`src/rtl/serial_adder_ctrl.sv`:
```
// rtl/serial_adder_ctrl.sv - bit-serial add/subtract sequencer around one full-adder cell
// Operands stream LSB-first through a single registered-carry adder; result reassembled in a shift register.
module serial_adder_ctrl #(
   parameter int WIDTH = 8
) (
   input  logic             clk,
   input  logic             rst_n,
   input  logic             start,
   input  logic             sub,
   input  logic [WIDTH-1:0] a,
   input  logic [WIDTH-1:0] b,
   input  logic             cin,
   output logic             busy,
   output logic             done,
   output logic [WIDTH-1:0] sum,
   output logic             cout,
   output logic             ovf
);

   localparam int CW = $clog2(WIDTH);

   typedef enum logic [1:0] {
      S_IDLE = 2'd0,
      S_RUN  = 2'd1,
      S_DONE = 2'd2
   } state_t;

   state_t           state;
   state_t           state_nxt;
   logic [WIDTH-1:0] op_a;
   logic [WIDTH-1:0] op_b;
   logic [WIDTH-1:0] res_sr;
   logic             carry;
   logic             carry_msb;
   logic [CW-1:0]    bit_cnt;
   logic             fa_s;
   logic             fa_c;
   logic             last_bit;
   logic             msb_in_bit;

   assign fa_s       = op_a[0] ^ op_b[0] ^ carry;
   assign fa_c       = (op_a[0] & op_b[0]) | (carry & (op_a[0] ^ op_b[0]));
   assign last_bit   = (bit_cnt == CW'(WIDTH - 1));
   // carry leaving bit WIDTH-2 is the carry entering the MSB
   assign msb_in_bit = (bit_cnt == CW'(WIDTH - 2));

   always_ff @(posedge clk or negedge rst_n) begin
      if (!rst_n) begin
         state <= S_IDLE;
      end else begin
         state <= state_nxt;
      end
   end

   always_comb begin
      state_nxt = state;
      case (state)
         S_IDLE:  if (start) state_nxt = S_RUN;
         S_RUN:   if (last_bit) state_nxt = S_DONE;
         S_DONE:  state_nxt = S_IDLE;
         default: state_nxt = S_IDLE;
      endcase
   end

   always_comb begin
      busy = 1'b0;
      done = 1'b0;
      case (state)
         S_RUN:   busy = 1'b1;
         S_DONE:  done = 1'b1;
         default: ;
      endcase
   end

   always_ff @(posedge clk or negedge rst_n) begin
      if (!rst_n) begin
         op_a      <= '0;
         op_b      <= '0;
         res_sr    <= '0;
         carry     <= 1'b0;
         carry_msb <= 1'b0;
         bit_cnt   <= '0;
         sum       <= '0;
         cout      <= 1'b0;
         ovf       <= 1'b0;
      end else begin
         case (state)
            S_IDLE: begin
               if (start) begin
                  op_a    <= a;
                  op_b    <= sub ? ~b : b;
                  carry   <= sub ? 1'b1 : cin;
                  res_sr  <= '0;
                  bit_cnt <= '0;
               end
            end
            S_RUN: begin
               op_a   <= op_a >> 1;
               op_b   <= op_b >> 1;
               carry  <= fa_c;
               res_sr <= {fa_s, res_sr[WIDTH-1:1]};
               if (msb_in_bit) carry_msb <= fa_c;
               if (last_bit) begin
                  sum  <= {fa_s, res_sr[WIDTH-1:1]};
                  cout <= fa_c;
                  ovf  <= carry_msb ^ fa_c;
               end else begin
                  bit_cnt <= bit_cnt + CW'(1);
               end
            end
            default: ;
         endcase
      end
   end

endmodule
```
`config.mk`:
```
export PLATFORM = sky130hd
export DESIGN_NAME = serial_adder_ctrl
export DESIGN_NICKNAME = d
export VERILOG_FILES = /design/src/rtl/serial_adder_ctrl.sv
export SDC_FILE = /design/constraint.sdc
export NUM_CORES = 1
export LEC_CHECK = 0
export CORE_ASPECT_RATIO = 0.5
export CORE_MARGIN = 2
export CORE_UTILIZATION = 35
export DETAILED_ROUTE_END_ITERATION = 8
export PLACE_DENSITY = 0.6
export SLEW_MARGIN = 5
export SYNTH_ARGS = -nofsm -noshare
export SYNTH_HDL_FRONTEND = slang
export SYNTH_SLANG_ARGS = --single-unit
```
`constraint.sdc`:
```
create_clock -name clk -period 5.2 [get_ports clk]
set_clock_uncertainty 0.2 [all_clocks]
set_input_delay 1.04 -clock clk [delete_from_list [all_inputs] [get_ports clk]]
set_output_delay 1.04 -clock clk [all_outputs]
set_load 0.005 [all_outputs]
```
==> summary.md, run 1 <==
| Metric | Value |
|---|---|
| Post-route setup slack | 1.95 ns |
| CTS sink count | 40 |
| Layout area overhead | 22.4% |
| Slowest stage delay, CP | ~0.59 ns |
| Status | complete, no violations |
| WP data required | slightly below 4 ns |
| Worst skew pair latency | 0.30 ns |
| Pwr dens | approximately 550 nW/um2 |
| FP Rows | 18 |
| Worst Hold Endpoint | op_b[0] |
| Crit-path cells | nand2b_4 > inv_2 > clkdlybuf4s50_1 |
| Lkg Pwr | 1.02 nW |
| Final Setup Violations | 0 |
| Pre-CTS setup slack | 2.28 ns |
| Net Count, Synth | 195 |
| Die X | 107 um |
| Placer Congestion | 0.706 |
| Post-synth top area share | 53.7% |
| CTS tree | done |
| Routed WL | 3360 um |
| Global-route wire length before repair | about 6000 um |
| Mapped Avg Cell Area | 11.0 um2 |
| Final Core Density | 45.4% |
| CTS clk-pin slew, worst paths | 0.08 ns |
| Total power | about 1.3 mW |
| Ports | 33 |
| Final Hold Vio Count | 0 |
| CP max FO | 22 |
| Tightest Hold Check Type | reg -> reg |
| Clock Tree Buf Depth | 2 |
| Largest cells by area after synthesis | dfrtp_1 (54%), mux2_2 (6.0%), a22o_1 (5.2%) |
| Die area | roughly 6000 um2 |
| Hold path depth | 2 |
| Crit Reg-Reg Endpoint | bit_cnt[0] |
| Synth cell types | 29 |
| Crit path launch type | register |
| Reg2reg start | state[1] |
| Most frequent cells in the layout | dfrtp_1 (40), clkdlybuf4s50_1 (31), nand2_1 (25) |
| Slew Limit Fails | 0 |
| Reg2Reg Depth | 4 |
| Initial core utilization | 37.1% |
| DR iter-0 viols | 29 |
| Peak supply drop | about 0.00016 V |
| Total GRT Usage | 12.7% |
| Worst Tran Pin Value | 0.866 ns |
| Grt ovf | 0 |
| Number of buffers created by CTS | 5 |
| DRT Pass-1 Iters | 4 |
| Period Utilization, post-route | a little over three fifths |
| Syn Std Cell Area | about 1900 um2 |
| Crit Path Category | reg -> out |
| Vias in the first global route | 1313 |
| PortBufs | 32 |
| CP max stage cell | dfrtp_1 |
| Commonest non-fill, non-tap cell in the layout | dfrtp_1 |
| Yosys Warn Count | 0 |
| H-tree depth | 2 |
| Worst Path Arrival | around 2 ns |
| Fraction of layout cells with a size suffix above 1 | 13.0% |
| Initial antenna violation count | 0 |
| Largest net degree at the start of global routing | 41 |
| Die H | 55.6 um |
| Setup TNS | 0 ns |
| Synth area leader | dfrtp_1 |
| Seq/Total Area, Yosys | 53.7% |
| Hold Buf Count CTS | 0 |
| Final layout net count | 224 |
| R2R Setup Slk | 3.30 ns |
| Post_cts resized | 0 |
| Drt via density | 4.70 |
| Clk root buf | clkbuf_8 |
| Vias | 1269 |
| Max_cap viols | 0 |
| RSZ-0062 raised after global routing | false |
| Final ANT Viol Nets | 0 |
| Post-CTS Setup Bufs | 0 |
| Period minus WS final | 3.25 ns |
| Core ar. | 5020 um2 |
| Worst setup EP type | primary output |
| Routed length per placed instance | around 12 um |
| HPWL Detailed | around 2300 um |
| Syn Inst Count | 170 |
| Register bit count reported by yosys | 40 |
| # DRC | 0 |
| Fmax | just over 300 MHz |
| HP Start | op_b[1] |
| N_diodes | 0 |
| Max_slew headroom | a little over two fifths |
kinds of logic after synthesis:
family,Yosys count,share of synthesized area (%)
muxes,12,7.39
AOI/OAI and AO/OA,39,13.4
DFF,40,53.7
buffers and inverters,15,5.10
adders and majority gates,4,3.09
and+or+nand+nor,51,13.0
xor gates and xnor gates,9,4.23
cells in the mapped netlist:
cell,number
nor2b_1,3
nand2_1,25
o31ai_1,1
inv_1,3
mux2i_1,1
xnor2_1,2
a31oi_1,7
or4b_1,1
ha_1,3
a211oi_1,1
nor2_2,1
fa_1,1
buf_4,3
buf_2,4
nand3_2,1
o21ai_0,18
nand3b_4,1
nand2b_4,1
nand2b_1,1
buf_6,3
a21oi_1,1
nor2_1,17
dfrtp_1,40
mux2_4,1
mux2_2,10
inv_2,1
a22o_1,11
clkbuf_1,1
xor2_1,7
layer usage:
layer | GRT usage, % | part of all wire (%)
met4 | 6.12 | 1.9
met3 | 3.98 | 4.3
met2 | 20.2 | 43
met5 | 0 | 0
met1 | 15.9 | 50
worst max-delay path, delay by kind of cell (launching register included):
| family | cells | cell delay [ns] |
|---|---|---|
| buffers and inverters | 2 | 0.90 |
| DFF | 1 | 0.59 |
| and+or+nand+nor | 1 | 0.22 |
power by group:
part	switching, mW	internal (mW)	total, mW	leakage [nW]
Clock	0.111	0.0935	0.205	0.0479
Sequential	0.0984	0.454	0.553	0.503
Combinational	0.230	0.274	0.504	0.465
Total	0.439	0.822	1.26	1.02
through the flow:
stage	std cells	cell area [um2]	hold WS, ns
2_1_floorplan	170	1860	0.245
3_3_place_gp	262	2190	0.259
3_5_place_dp	262	2190	0.261
4_1_cts	270	2280	0.268
5_1_grt	270	2280	0.320
6_report	270	2280	0.266
registers in the layout, summed over array words and instances (netlist names):
name,flops
ovf,1
sum,8
op_b,8
cout,1
res_sr,7
carry,1
carry_msb,1
state,2
op_a,8
bit_cnt,3
final cells by class:
cell class              instances  area (um2)
well taps                      70        87.6
clock inverters                 3        18.8
clock buffers                   5        68.8
repair buffers                 33         323
inverters                       4        15.0
flip-flops and latches         40        1000
fillers                       479        2740
multi-input cells             115         767
worst max-delay path by stage:
| stage | end | startpoint |
|---|---|---|
| floorplan | busy | state[1] |
| global placement | busy | state[0] |
| detailed placement | busy | state[0] |
| CTS | busy | state[0] |
| global route | busy | state[0] |
| finish | busy | state[0] |
No activity file was read; power rests on OpenSTA's default activity.
==> run 2: changes to the inputs <==
==> constraint.sdc (replaced) <==
create_clock -name clk -period 3.1 [get_ports clk]
set_clock_uncertainty 0.2 [all_clocks]
set_input_delay 0.62 -clock clk [delete_from_list [all_inputs] [get_ports clk]]
set_output_delay 0.62 -clock clk [all_outputs]
set_load 0.005 [all_outputs]
==> summary.md, run 2 (synthesized netlist as in run 1, its figures left out) <==
| Metric | Value |
|---|---|
| Status | complete, no violations |
| Vias in the first global route | 1197 |
| Ports | 33 |
| Largest net degree at the start of global routing | 41 |
| Final Core Density | 46.5% |
| H-tree depth | 2 |
| Crit Path Category | reg -> out |
| Number of buffers created by CTS | 5 |
| Setup TNS | 0 ns |
| Grt ovf | 0 |
| PortBufs | 32 |
| RSZ-0062 raised after global routing | false |
| Crit path launch type | register |
| Final Setup Violations | 0 |
| Routed length on met2 | 1510 um |
| Period minus WS final | 2.51 ns |
| Period Utilization, post-route | 81.1% |
| Die H | 55.6 um |
| CP max FO | 22 |
| N_diodes | 0 |
| Die area | 5960 um2 |
| WP data required | between 2 and 2.5 ns |
| Routed length per placed instance | 12.0 um |
| Core ar. | roughly 5000 um2 |
| Fmax | 398 MHz |
| Post_cts resized | 0 |
| Vias | 1282 |
| Lkg Pwr | between 1 and 1.5 nW |
| Tightest Hold Check Type | in -> async |
| Max_slew headroom | a little over two fifths |
| Commonest non-fill, non-tap cell in the layout | dfrtp_1 |
| Die X | 107 um |
| Peak supply drop | 0.000267 V |
| Final layout net count | 226 |
| Top sig layer | met4 |
| Slew Limit Fails | 0 |
| # DRC | 0 |
| Clk root buf | clkbuf_8 |
| Worst skew pair latency | ~0.28 ns |
| Non-filler cells, final | 272 |
| Worst Path Arrival | 1.69 ns |
| Post-CTS Setup Bufs | 0 |
| Worst setup EP type | primary output |
| M1 wire length | 1600 um |
| Total power | 2.23 mW |
| Placer Congestion | 0.696 |
| Pwr dens | 956 nW/um2 |
| Drt via density | 4.71 |
| Routed WL | 3250 um |
| HPWL Detailed | approximately 2300 um |
| Met3 wire len | 105 um |
| DR iter-0 viols | 45 |
| Initial antenna violation count | 0 |
| Most frequent cells in the layout | dfrtp_1 (40), clkdlybuf4s50_1 (31), nand2_1 (25) |
| Largest registers | op_a x8, op_b x8, sum x8 |
| CTS tree | done |
| Worst Tran Pin Value | 0.856 ns |
| Initial core utilization | 37.1% |
| CTS sink count | 40 |
| Fraction of layout cells with a size suffix above 1 | about 14% |
| Final ANT Viol Nets | 0 |
| CTS clk-pin slew, worst paths | ~0.080 ns |
| Clock Tree Buf Depth | 2 |
| Final Hold Vio Count | 0 |
| Total GRT Usage | 11.7% |
| FP Rows | 18 |
| Hold Buf Count CTS | 0 |
| Max_cap viols | 0 |
| Inst Count DP | 264 |
| Layout area overhead | 25.3% |
| Global-route wire length before repair | 5520 um |
| DRT Pass-1 Iters | 4 |
## run 2: changes by cell type in the layout (fill, tap and decap cells not counted)
cell       before  now
clkinv_2        2    0
clkinv_4        1    0
bufinv_16       0    1
clkbuf_8        5    7
buf_4           1    3
## run 2: area by class of cell
class,count,area (um2)
clock inverter,1,30.0
inverter,4,15.0
tap,70,87.6
timing repair buffer,35,338
fill,470,2690
clock buffer,7,96.3
multi-input combinational,115,767
sequential,40,1000
## run 2: path summary, 6_finish.rpt
| path | to | cells after the start | slack, ns | startpoint |
|---|---|---|---|---|
| setup reg to reg | bit_cnt[2] | 5 | 1.18 | state[1] |
| hold reg to reg | op_b[3] | 2 | 0.28 | op_b[4] |
| min in group clk | op_b[3] | 2 | 0.28 | op_b[4] |
| setup / recovery | busy | 3 | 0.59 | state[0] |
| hold / removal | op_a[4] | 1 | 0.24 | rst_n |
| max in group asynchronous | sum[0] | 1 | 1.92 | rst_n |
## run 2: per-layer routing
layer  global-route usage, %  vias to the layer above
met4                    4.45                        0
met2                    17.8                       20
li1                        -                      638
met1                    15.6                      620
met3                    3.86                        4
met5                       0                        -
## run 2: worst max-delay path, stage by stage, from the launching register on
cell and delay (ns):
dfrtp_1 0.57, nand2b_4 0.21, inv_2 0.12, clkdlybuf4s50_1 0.50
## run 2: stage by stage
step	cell area, um2	hold WS, ns	setup slack (ns)
final	2330	0.238	0.587
after global routing	2330	0.314	0.502
after CTS	2330	0.279	0.558
after detailed placement	2210	0.262	0.810
after global placement	2210	0.261	0.849
after floorplan	1860	0.124	1.31
## run 2: where the power goes
| group | leakage [nW] | internal [mW] | switching, mW |
|---|---|---|---|
| Sequential | 0.503 | 0.762 | 0.161 |
| Combinational | 0.474 | 0.469 | 0.381 |
| Clock | 0.0645 | 0.284 | 0.175 |
| Total | 1.04 | 1.52 | 0.717 |
==> run 3: changes to the inputs <==
--- a/config.mk
+++ b/config.mk
@@ -9,7 +9,7 @@
 export CORE_MARGIN = 2
 export CORE_UTILIZATION = 35
 export DETAILED_ROUTE_END_ITERATION = 8
-export PLACE_DENSITY = 0.6
+export PLACE_DENSITY = 0.62
 export SLEW_MARGIN = 5
 export SYNTH_ARGS = -nofsm -noshare
 export SYNTH_HDL_FRONTEND = slang
==> constraint.sdc (replaced) <==
create_clock -name clk -period 2.2 [get_ports clk]
set_clock_uncertainty 0.2 [all_clocks]
set_input_delay 0.44 -clock clk [delete_from_list [all_inputs] [get_ports clk]]
set_output_delay 0.44 -clock clk [all_outputs]
set_load 0.005 [all_outputs]
==> summary.md, run 3 (synthesized netlist as in run 1, its figures left out) <==
| Metric | Value |
|---|---|
| Status | complete, but fails checks |
| Failing checks | negative hold slack |
| Max_slew headroom | 63.7% |
| Fraction of layout cells with a size suffix above 1 | 15.6% |
| Grt ovf | 0 |
| Worst Path Arrival | 1.47 ns |
| Number of buffers created by CTS | 5 |
| N_diodes | 0 |
| Drt via density | approximately 4.7 |
| Global-route wire length before repair | around 5600 um |
| Die area | approximately 6000 um2 |
| Largest registers | op_a x8, op_b x8, sum x8 |
| HPWL Detailed | 2300 um |
| WP data required | 1.56 ns |
| # DRC | 0 |
| Internal power | 2.10 mW |
| Pwr dens | around 1300 nW/um2 |
| Commonest non-fill, non-tap cell in the layout | dfrtp_1 |
| Ports | 33 |
| Reg2Reg Depth | 4 |
| Worst setup EP type | primary output |
| Final Setup Violations | 0 |
| Placer Congestion | ~0.70 |
| Fmax | 474 MHz |
| Peak supply drop | 0.000402 V |
| Fillers | 470 |
| Sequential Power Share | 40.9% |
| DRT Pass-1 Iters | 4 |
| Final ANT Viol Nets | 0 |
| Routed WL | 3400 um |
| CTS sink count | 40 |
| CP max FO | 10 |
| Core ar. | 5020 um2 |
| Post-CTS Setup Bufs | 0 |
| Layout area overhead | 25.8% |
| Switching share of power | 33.1% |
| Crit Path Category | reg -> out |
| Most frequent cells in the layout | dfrtp_1 (39), clkdlybuf4s50_1 (31), nand2_1 (25) |
| H-tree depth | 2 |
| Vias | 1299 |
| Crit path launch type | register |
| Comb pwr share | 40.0% |
| Final Hold Vio Count | 13 |
| FP Rows | 18 |
| Tightest Hold Check Type | in -> async |
| DR iter-0 viols | 48 |
| Clock Tree Buf Depth | 2 |
| Hold WS | -0.0100 ns |
| Worst skew pair latency | 0.29 ns |
| RSZ-0062 raised after global routing | false |
| FF+latch area | 1000 um2 |
| Initial antenna violation count | 0 |
| CTS clk-pin slew, worst paths | 0.08 ns |
| CTS tree | done |
| Placed cell areas | 2230 um2 |
| Setup TNS | 0 ns |
| Final layout net count | around 230 |
| Max_cap viols | 0 |
| Total GRT Usage | 12.1% |
| Multi-input combinational cell area | roughly 770 um2 |
| Period minus WS final | ~2.1 ns |
| Clk root buf | clkbuf_8 |
| Worst Tran Pin Value | between 0.5 and 0.6 ns |
| Die H | 55.6 um |
| Vias in the first global route | 1240 |
| Period Utilization, post-route | 95.9% |
| Initial core utilization | 37.1% |
| Lkg Pwr | 1.04 nW |
| Largest net degree at the start of global routing | just over 40 |
| Clock group share of total power | 19.1% |
| Psw | 1.04 mW |
| Slew Limit Fails | 0 |
| PortBufs | 32 |
| Final Core Density | 46.7% |
| Die X | about 110 um |
| Fin area | 2340 um2 |
| Routed length per placed instance | 12.4 um |
==> run 3: cell count changes in the layout (fill, tap and decap cells not counted), sizes merged <==
cell,previous run,this run
clkinvlp,0,1
clkinv,0,1
buf,4,7
clkbuf,7,5
==> run 3: per-stage QoR <==
step                total power [mW]  std cells  worst slack, ns
floorplan                       2.16        170            0.408
global placement                2.53        267            0.248
detailed placement              2.57        267            0.190
CTS                             3.17        275           0.0438
global route                    3.37        275           0.0335
finish                          3.14        275           0.0912
==> run 3: final timing paths <==
path | startpoint | end | slack, ns
worst min register to register | op_b[5] | op_b[4] | 0.28
min in group clk | op_b[5] | op_b[4] | 0.28
max in group asynchronous | rst_n | state[1] | 1.44
worst max register to register | bit_cnt[0] | sum[7] | 0.43
worst max-delay path | state[1] | busy | 0.09
worst min-delay path | rst_n | op_a[6] | -0.01
==> run 3: timing repair <==
item / 4_1_cts / 5_1_grt
endpoints found under the setup margin: 0 / 2
gates resized for setup: 0 / 1
hold buffers: 0 / 0
==> run 3: layout make-up <==
cell class                      instances  share of cell area (%)
Clock inverter                          3                    1.82
Sequential cell                        40                    42.8
Tap cell                               70                    3.74
Clock buffer                            5                    2.94
Inverter                                4                   0.641
Multi-Input combinational cell        115                    32.7
Timing Repair Buffer                   38                    15.4
==> run 3: power groups by stage <==
stage / clock [mW] / sequential, mW / combinational, mW
2_1_floorplan: 0 / 1.25 / 0.911
3_3_place_gp: 0 / 1.29 / 1.24
3_5_place_dp: 0 / 1.30 / 1.27
4_1_cts: 0.614 / 1.29 / 1.27
5_1_grt: 0.641 / 1.33 / 1.40
6_report: 0.599 / 1.29 / 1.25
==> run 3: critical path, stage by stage (launching register included) <==
cell             delay (ns)
dfrtp_2                0.47
nand2b_4               0.17
inv_2                  0.05
clkdlybuf4s50_1        0.48
==> run 3: per-layer routing <==
layer | track usage [%] | wire, um
met1 | 15.9 | 1680
met2 | 18.8 | 1550
met3 | 4.10 | 135
met4 | 3.90 | 40
met5 | 0 | 0
